--- config.mk ---
export PLATFORM = sky130hd
export DESIGN_NAME = gf_alpha_column_seq
export DESIGN_NICKNAME = d
export VERILOG_FILES = /design/src/rtl/gf_col_pkg.sv /design/src/rtl/gf_const_alpha_mult.sv /design/src/rtl/gf_alpha_column_seq.sv
export SDC_FILE = /design/constraint.sdc
export NUM_CORES = 1
export LEC_CHECK = 0
export ABC_AREA = 1
export ABC_CLOCK_PERIOD_IN_PS = 3600
export CAP_MARGIN = 20
export CORE_ASPECT_RATIO = 0.7
export CORE_MARGIN = 2
export CORE_UTILIZATION = 32
export CTS_BUF_LIST = sky130_fd_sc_hd__clkbuf_2 sky130_fd_sc_hd__clkbuf_4 sky130_fd_sc_hd__clkbuf_8
export DETAILED_ROUTE_END_ITERATION = 10
export GPL_TIMING_DRIVEN = 0
export PLACE_DENSITY = 0.58
export SLEW_MARGIN = 20
export SYNTH_ARGS = -nofsm -noshare
export SYNTH_HDL_FRONTEND = slang
export SYNTH_HIERARCHICAL = 1
export SYNTH_SLANG_ARGS = --single-unit
--- constraint.sdc ---
create_clock -name clk -period 3.6 [get_ports clk]
set_clock_uncertainty 0.05 [all_clocks]
set_input_delay 0.72 -clock clk [delete_from_list [all_inputs] [get_ports clk]]
set_output_delay 0.72 -clock clk [all_outputs]
set_load 0.01 [all_outputs]
--- src/rtl/gf_col_pkg.sv ---
// gf_col_pkg: shared state type, GF(2^M) alpha-power helper and beat-count constants
//   Macro GF_COL_PARITY_EN (see top) adds a per-lane parity output.
package gf_col_pkg;

    typedef enum logic {IDLE, RUN} state_e;

    localparam int DEF_M     = 13;
    localparam int DEF_N     = 16;
    localparam int DEF_LANES = 4;

    // x * alpha^e in GF(2^m), where alpha^m = poly (low terms of the primitive polynomial).
    // Only used on constants, so it folds away into a fixed XOR network.
    function automatic logic [31:0] gf_mul_alpha_pow(input logic [31:0] x, input int e,
                                                     input int m, input logic [31:0] poly);
        logic [31:0] r;
        logic [31:0] mask;
        r    = x;
        mask = (32'h1 << m) - 32'h1;
        for (int i = 0; i < e; i++)
            r = r[m-1] ? (((r << 1) & mask) ^ poly) : ((r << 1) & mask);
        return r;
    endfunction

    function automatic int nbeats(input int n, input int lanes);
        return (n + lanes - 1) / lanes;
    endfunction

    function automatic int beat_w(input int n, input int lanes);
        return $clog2(nbeats(n, lanes)) + 1;
    endfunction

endpackage

--- src/rtl/gf_const_alpha_mult.sv ---
// gf_const_alpha_mult: combinational y = x * alpha^E in GF(2^M)
//   x  in  M  field element
//   y  out M  product
module gf_const_alpha_mult
    import gf_col_pkg::*;
#(
    parameter int           M    = 13,
    parameter logic [M-1:0] POLY = 13'h001B,
    parameter int           E    = 1
) (
    input  logic [M-1:0] x,
    output logic [M-1:0] y
);

    logic [M-1:0] terms [M];

    // Column i of the constant matrix is alpha^i * alpha^E.
    for (genvar i = 0; i < M; i++) begin : g_col
        localparam logic [M-1:0] C = M'(gf_mul_alpha_pow(32'h1 << i, E, M, 32'(POLY)));
        assign terms[i] = x[i] ? C : '0;
    end

    always_comb begin
        y = '0;
        for (int i = 0; i < M; i++)
            y ^= terms[i];
    end

endmodule

--- src/rtl/gf_alpha_column_seq.sv ---
// gf_alpha_column_seq: streams b*alpha^(k*STRIDE), k=1..N, LANES products per beat
//   clk, rst (async, active high)
//   in_valid/in_ready/in_b            : element input, accepted only while idle
//   out_valid/out_ready               : beat handshake
//   out_data [LANES*M]                : lane j at [j*M +: M]
//   out_mask [LANES]                  : lane holds a real product (k <= N)
//   out_beat, out_last                : beat index and final-beat flag
//   out_parity [LANES]                : only with GF_COL_PARITY_EN, XOR reduction per lane
//   busy                              : element in flight
module gf_alpha_column_seq
    import gf_col_pkg::*;
#(
    parameter int           M      = 13,
    parameter logic [M-1:0] POLY   = 13'h001B,
    parameter int           N      = 16,
    parameter int           LANES  = 4,
    parameter int           STRIDE = 1
) (
    input  logic                         clk,
    input  logic                         rst,
    input  logic                         in_valid,
    output logic                         in_ready,
    input  logic [M-1:0]                 in_b,
    output logic                         out_valid,
    input  logic                         out_ready,
    output logic [LANES*M-1:0]           out_data,
    output logic [LANES-1:0]             out_mask,
    output logic [beat_w(N, LANES)-1:0]  out_beat,
    output logic                         out_last,
`ifdef GF_COL_PARITY_EN
    output logic [LANES-1:0]             out_parity,
`endif
    output logic                         busy
);

    localparam int NBEATS = nbeats(N, LANES);
    localparam int BW     = beat_w(N, LANES);

    state_e             state_q, state_d;
    logic [M-1:0]       acc, src, acc_step;
    logic [M-1:0]       prod [LANES];
    logic [BW-1:0]      beat_d;
    logic [LANES-1:0]   mask_d;
    logic [LANES*M-1:0] data_d;
    logic               fire, load;

    assign in_ready  = state_q == IDLE;
    assign out_valid = state_q == RUN;
    assign busy      = state_q == RUN;
    assign fire      = out_valid & out_ready;
    assign load      = (in_valid & in_ready) | (fire & !out_last);

    // The lanes multiply the fresh input on accept, the running accumulator afterwards.
    assign src = in_ready ? in_b : acc;

    for (genvar j = 0; j < LANES; j++) begin : g_lane
        gf_const_alpha_mult #(.M(M), .POLY(POLY), .E(STRIDE * (j + 1))) u_lane (
            .x(src),
            .y(prod[j])
        );
    end

    gf_const_alpha_mult #(.M(M), .POLY(POLY), .E(STRIDE * LANES)) u_step (
        .x(src),
        .y(acc_step)
    );

    always_comb begin
        beat_d = in_ready ? '0 : out_beat + 1'b1;
        mask_d = '0;
        data_d = '0;
        for (int j = 0; j < LANES; j++) begin
            mask_d[j]          = int'(beat_d) * LANES + j + 1 <= N;
            data_d[j*M +: M]   = mask_d[j] ? prod[j] : '0;
        end
    end

    always_comb begin
        state_d = state_q;
        if (state_q == IDLE && in_valid)
            state_d = RUN;
        if (state_q == RUN && fire && out_last)
            state_d = IDLE;
    end

    always_ff @(posedge clk or posedge rst)
        if (rst) state_q <= IDLE;
        else     state_q <= state_d;

`ifdef GF_COL_PARITY_EN
    logic [LANES-1:0] parity_d;
    always_comb begin
        parity_d = '0;
        for (int j = 0; j < LANES; j++)
            parity_d[j] = ^data_d[j*M +: M];
    end

    always_ff @(posedge clk or posedge rst)
        if (rst)       out_parity <= '0;
        else if (load) out_parity <= parity_d;
`endif

    always_ff @(posedge clk or posedge rst) begin
        if (rst) begin
            out_data <= '0;
            out_mask <= '0;
            out_beat <= '0;
            out_last <= 1'b0;
            acc      <= '0;
        end else if (load) begin
            out_data <= data_d;
            out_mask <= mask_d;
            out_beat <= beat_d;
            out_last <= beat_d == BW'(NBEATS - 1);
            acc      <= acc_step;
        end
    end

endmodule

==> results.py <==
metrics = {
    "run_status": {
        "status": "finished, final reports clean",
    },
    "clock_network": {
        "clk_latency_ns": 0.37,
        "cts_tree": "yes",
        "clkTransAtPathRegs_ns": 0.08,
        "clockBufferDepth": 2,
        "cts_made_buffers": 9,
        "cts_hold_buffers": 0,
        "root_buffer": "clkbuf_8",
        "cts_resized": 0,
        "cts_setup_buffers": 0,
        "ctsHtreeMaxLevel": 3,
        "clkSinkCount": 72,
    },
    "timing": {
        "rsz0062_at_grt": "no",
        "slew_headroom": 0.288,
        "finalSetupViolations": 0,
        "post-route-period-util": 0.745,
        "post-route-min-period_ns": 2.68,
        "hold_viol": 0,
        "finalMaxSlewViolations": 0,
        "fmax_mhz": 373,
        "worst_pin_slew_ns": 1.06,
        "setup_slack_ns": 0.916,
        "hold_slack_ns": 0.463,
    },
    "global_routing": {
        "grt_util_all_layers": 0.181,
        "grt_pass1_vias": 3494,
        "antenna_found_initial": 0,
        "globalRouteOverflowTotal": 0,
        "grt_pass1_wl_mm": 18.4,
        "grt_max_degree": 58,
    },
    "pwr": {
        "p_leak_uw": 0.00276,
        "power.switching_uw": 2280,
        "design_power_total_uw": 5310,
        "p_sw_frac": 0.430,
        "peakVddDrop_mv": 0.302,
        "power_density_nw_per_um2": 1000,
        "p_comb_frac": 0.597,
        "p_int_uw": 3020,
        "power_frac_clock": 0.155,
        "pwr-share-seq": 0.247,
    },
    "floorplan": {
        "die_area_um2": 13400,
        "coreArea_um2": 12300,
        "io_pins": 80,
        "rows": 34,
        "die_w_um": 138,
        "start_util": 0.325,
        "die_h_um": 97.5,
    },
    "synth": {
        "ys_ff_latch": 72,
        "synth_top_area_share": 0.451,
        "async_reset_ff_frac": 1.00,
        "synth_edf_count": 0,
        "synth_top_cells_by_area": "dfrtp_1 (45%), nand2_1 (16%), nand3_1 (16%)",
        "synth_area_per_cell_um2": 7.65,
        "syn-num-nets": 541,
        "synth_top_area_cell": "dfrtp_1",
        "syn_inst": 523,
        "yosys_warnings": 6,
        "synth.cell_area_um2": 4000,
        "yosysSeqAreaShare": 0.451,
        "synth_cell_types": 15,
        "synth_ff_type": "dfrtp_1",
    },
    "placed_design": {
        "dp_slack_ns": 0.972,
        "io_buffers": 79,
        "dpl.hpwl_mm": 8.13,
        "gp_congestion": 0.815,
    },
    "worst_hold_path": {
        "holdPathStages": 2,
        "hold_path_class": "flop to flop",
    },
    "critical_path": {
        "crit_slowest_cell": "clkdlybuf4s50_1",
        "arrival_ns": 1.91,
        "cp_top_family": "buffers and inverters",
        "reg2regPathDepth": 11,
        "critPathLaunchType": "flop",
        "cp-end-kind": "primary output",
        "cp.depth": 3,
        "critPathKind": "flop to primary output",
        "crit_chain": "inv_2, clkbuf_1, clkdlybuf4s50_1",
        "required_ns": 2.83,
        "crit_buf_inv": 3,
        "slowest_delay_ns": 0.62,
        "critPathMaxFanout": 10,
    },
    "route": {
        "postRouteAntennaNets": 0,
        "finalWirelength_mm": 11.5,
        "viasPerCell": 4.70,
        "post_drt_wl_per_cell_um": 14.7,
        "drc": 0,
        "drtPass1Iterations": 4,
        "drt_iter0_markers": 202,
        "vias": 3674,
    },
    "finish": {
        "fillCellCount": 1232,
        "drive_gt1_frac": 0.153,
        "final_util": 0.431,
        "nNetsFinal": 633,
        "final_common_cell": "nand2_1",
        "area_growth_pct": 32.4,
        "layout_common_cells": "nand2_1 (172), nand3_1 (126), clkdlybuf4s50_1 (79), dfrtp_1 (72), buf_4 (51)",
        "diodes": 0,
    },
    "job": {
        "maxCapViolations": 0,
    },
}
==> final timing paths <==
kind	endpoint	slack (ns)	startpoint
max	in_ready	0.92	busy$_DFFE_PP0P_
min	out_data[2]$_DFFE_PP0P_	0.46	out_data[2]$_DFFE_PP0P_
max reg2reg	acc[4]$_DFFE_PP0P_	1.16	busy$_DFFE_PP0P_
min reg2reg	out_data[2]$_DFFE_PP0P_	0.46	out_data[2]$_DFFE_PP0P_
max in group asynchronous	out_data[41]$_DFFE_PP0P_	2.38	rst
min in group asynchronous	out_data[25]$_DFFE_PP0P_	0.57	rst
==> through the flow <==
| step | cells | cell area (um^2) | TNS [ns] |
|---|---|---|---|
| CTS | 782 | 5290 | 0 |
| detailed placement | 766 | 5040 | 0 |
| global placement | 764 | 4990 | -17.57 |
| floorplan | 523 | 4000 | 0 |
| finish | 782 | 5290 | 0 |
| global route | 782 | 5290 | 0 |
==> flip-flops by register name (all words and copies together) (netlist names) <==
signal,flops
busy,1
out_last,1
out_data,52
out_beat,3
acc,13
out_mask,2
==> cell usage after synthesis (3+ instances only) <==
master	number
nand3_1	126
buf_2	19
o21ai_0	16
xor2_1	12
inv_2	5
inv_1	33
nand2_1	172
buf_4	50
xnor2_1	6
dfrtp_1	72
nor2_1	6
clkbuf_1	3
==> metal layers <==
layer | vias up | track usage | routed length (um)
met3 | 12 | 0.0480 | 695
met4 | 0 | 0.0412 | 112
li1 | 1804 | - | -
met5 | - | 0 | 0
met1 | 1760 | 0.258 | 5520
met2 | 98 | 0.273 | 5130
==> kinds of logic after synthesis <==
kind of cell,Yosys count,synth area share
AND/OR/NAND/NOR,306,0.331
buffers and inverters,110,0.156
flip-flops,72,0.451
XOR/XNOR,18,0.0394
AO/OA/AOI/OAI,16,0.0200
adder cells (fa/ha/maj),1,0.00313
==> cell type report <==
class / instances / area, um^2 / area share
sequential: 72 / 1800 / 0.340
multi-input combinational: 341 / 1580 / 0.299
timing repair buffer: 81 / 826 / 0.156
buffer: 72 / 482 / 0.0910
tap: 162 / 203 / 0.0383
inverter: 38 / 145 / 0.0274
clock buffer: 10 / 138 / 0.0260
clock inverter: 6 / 115 / 0.0217
==> worst register-to-register path, delay by kind of cell (launching register included) <==
family | cells | cell delay [ns]
AO/OA/AOI/OAI | 1 | 0.07
flip-flops | 1 | 0.43
buffers and inverters | 3 | 0.60
AND/OR/NAND/NOR | 7 | 1.15
==> power by group through the flow <==
stage	logic, uW	registers (uW)	clock network (uW)
2_1_floorplan	1990	1390	0
3_3_place_gp	3080	1320	0
3_5_place_dp	3160	1330	0
4_1_cts	3180	1310	840
5_1_grt	3540	1340	875
6_report	3170	1310	824
Power figures use the tool's default switching activity.
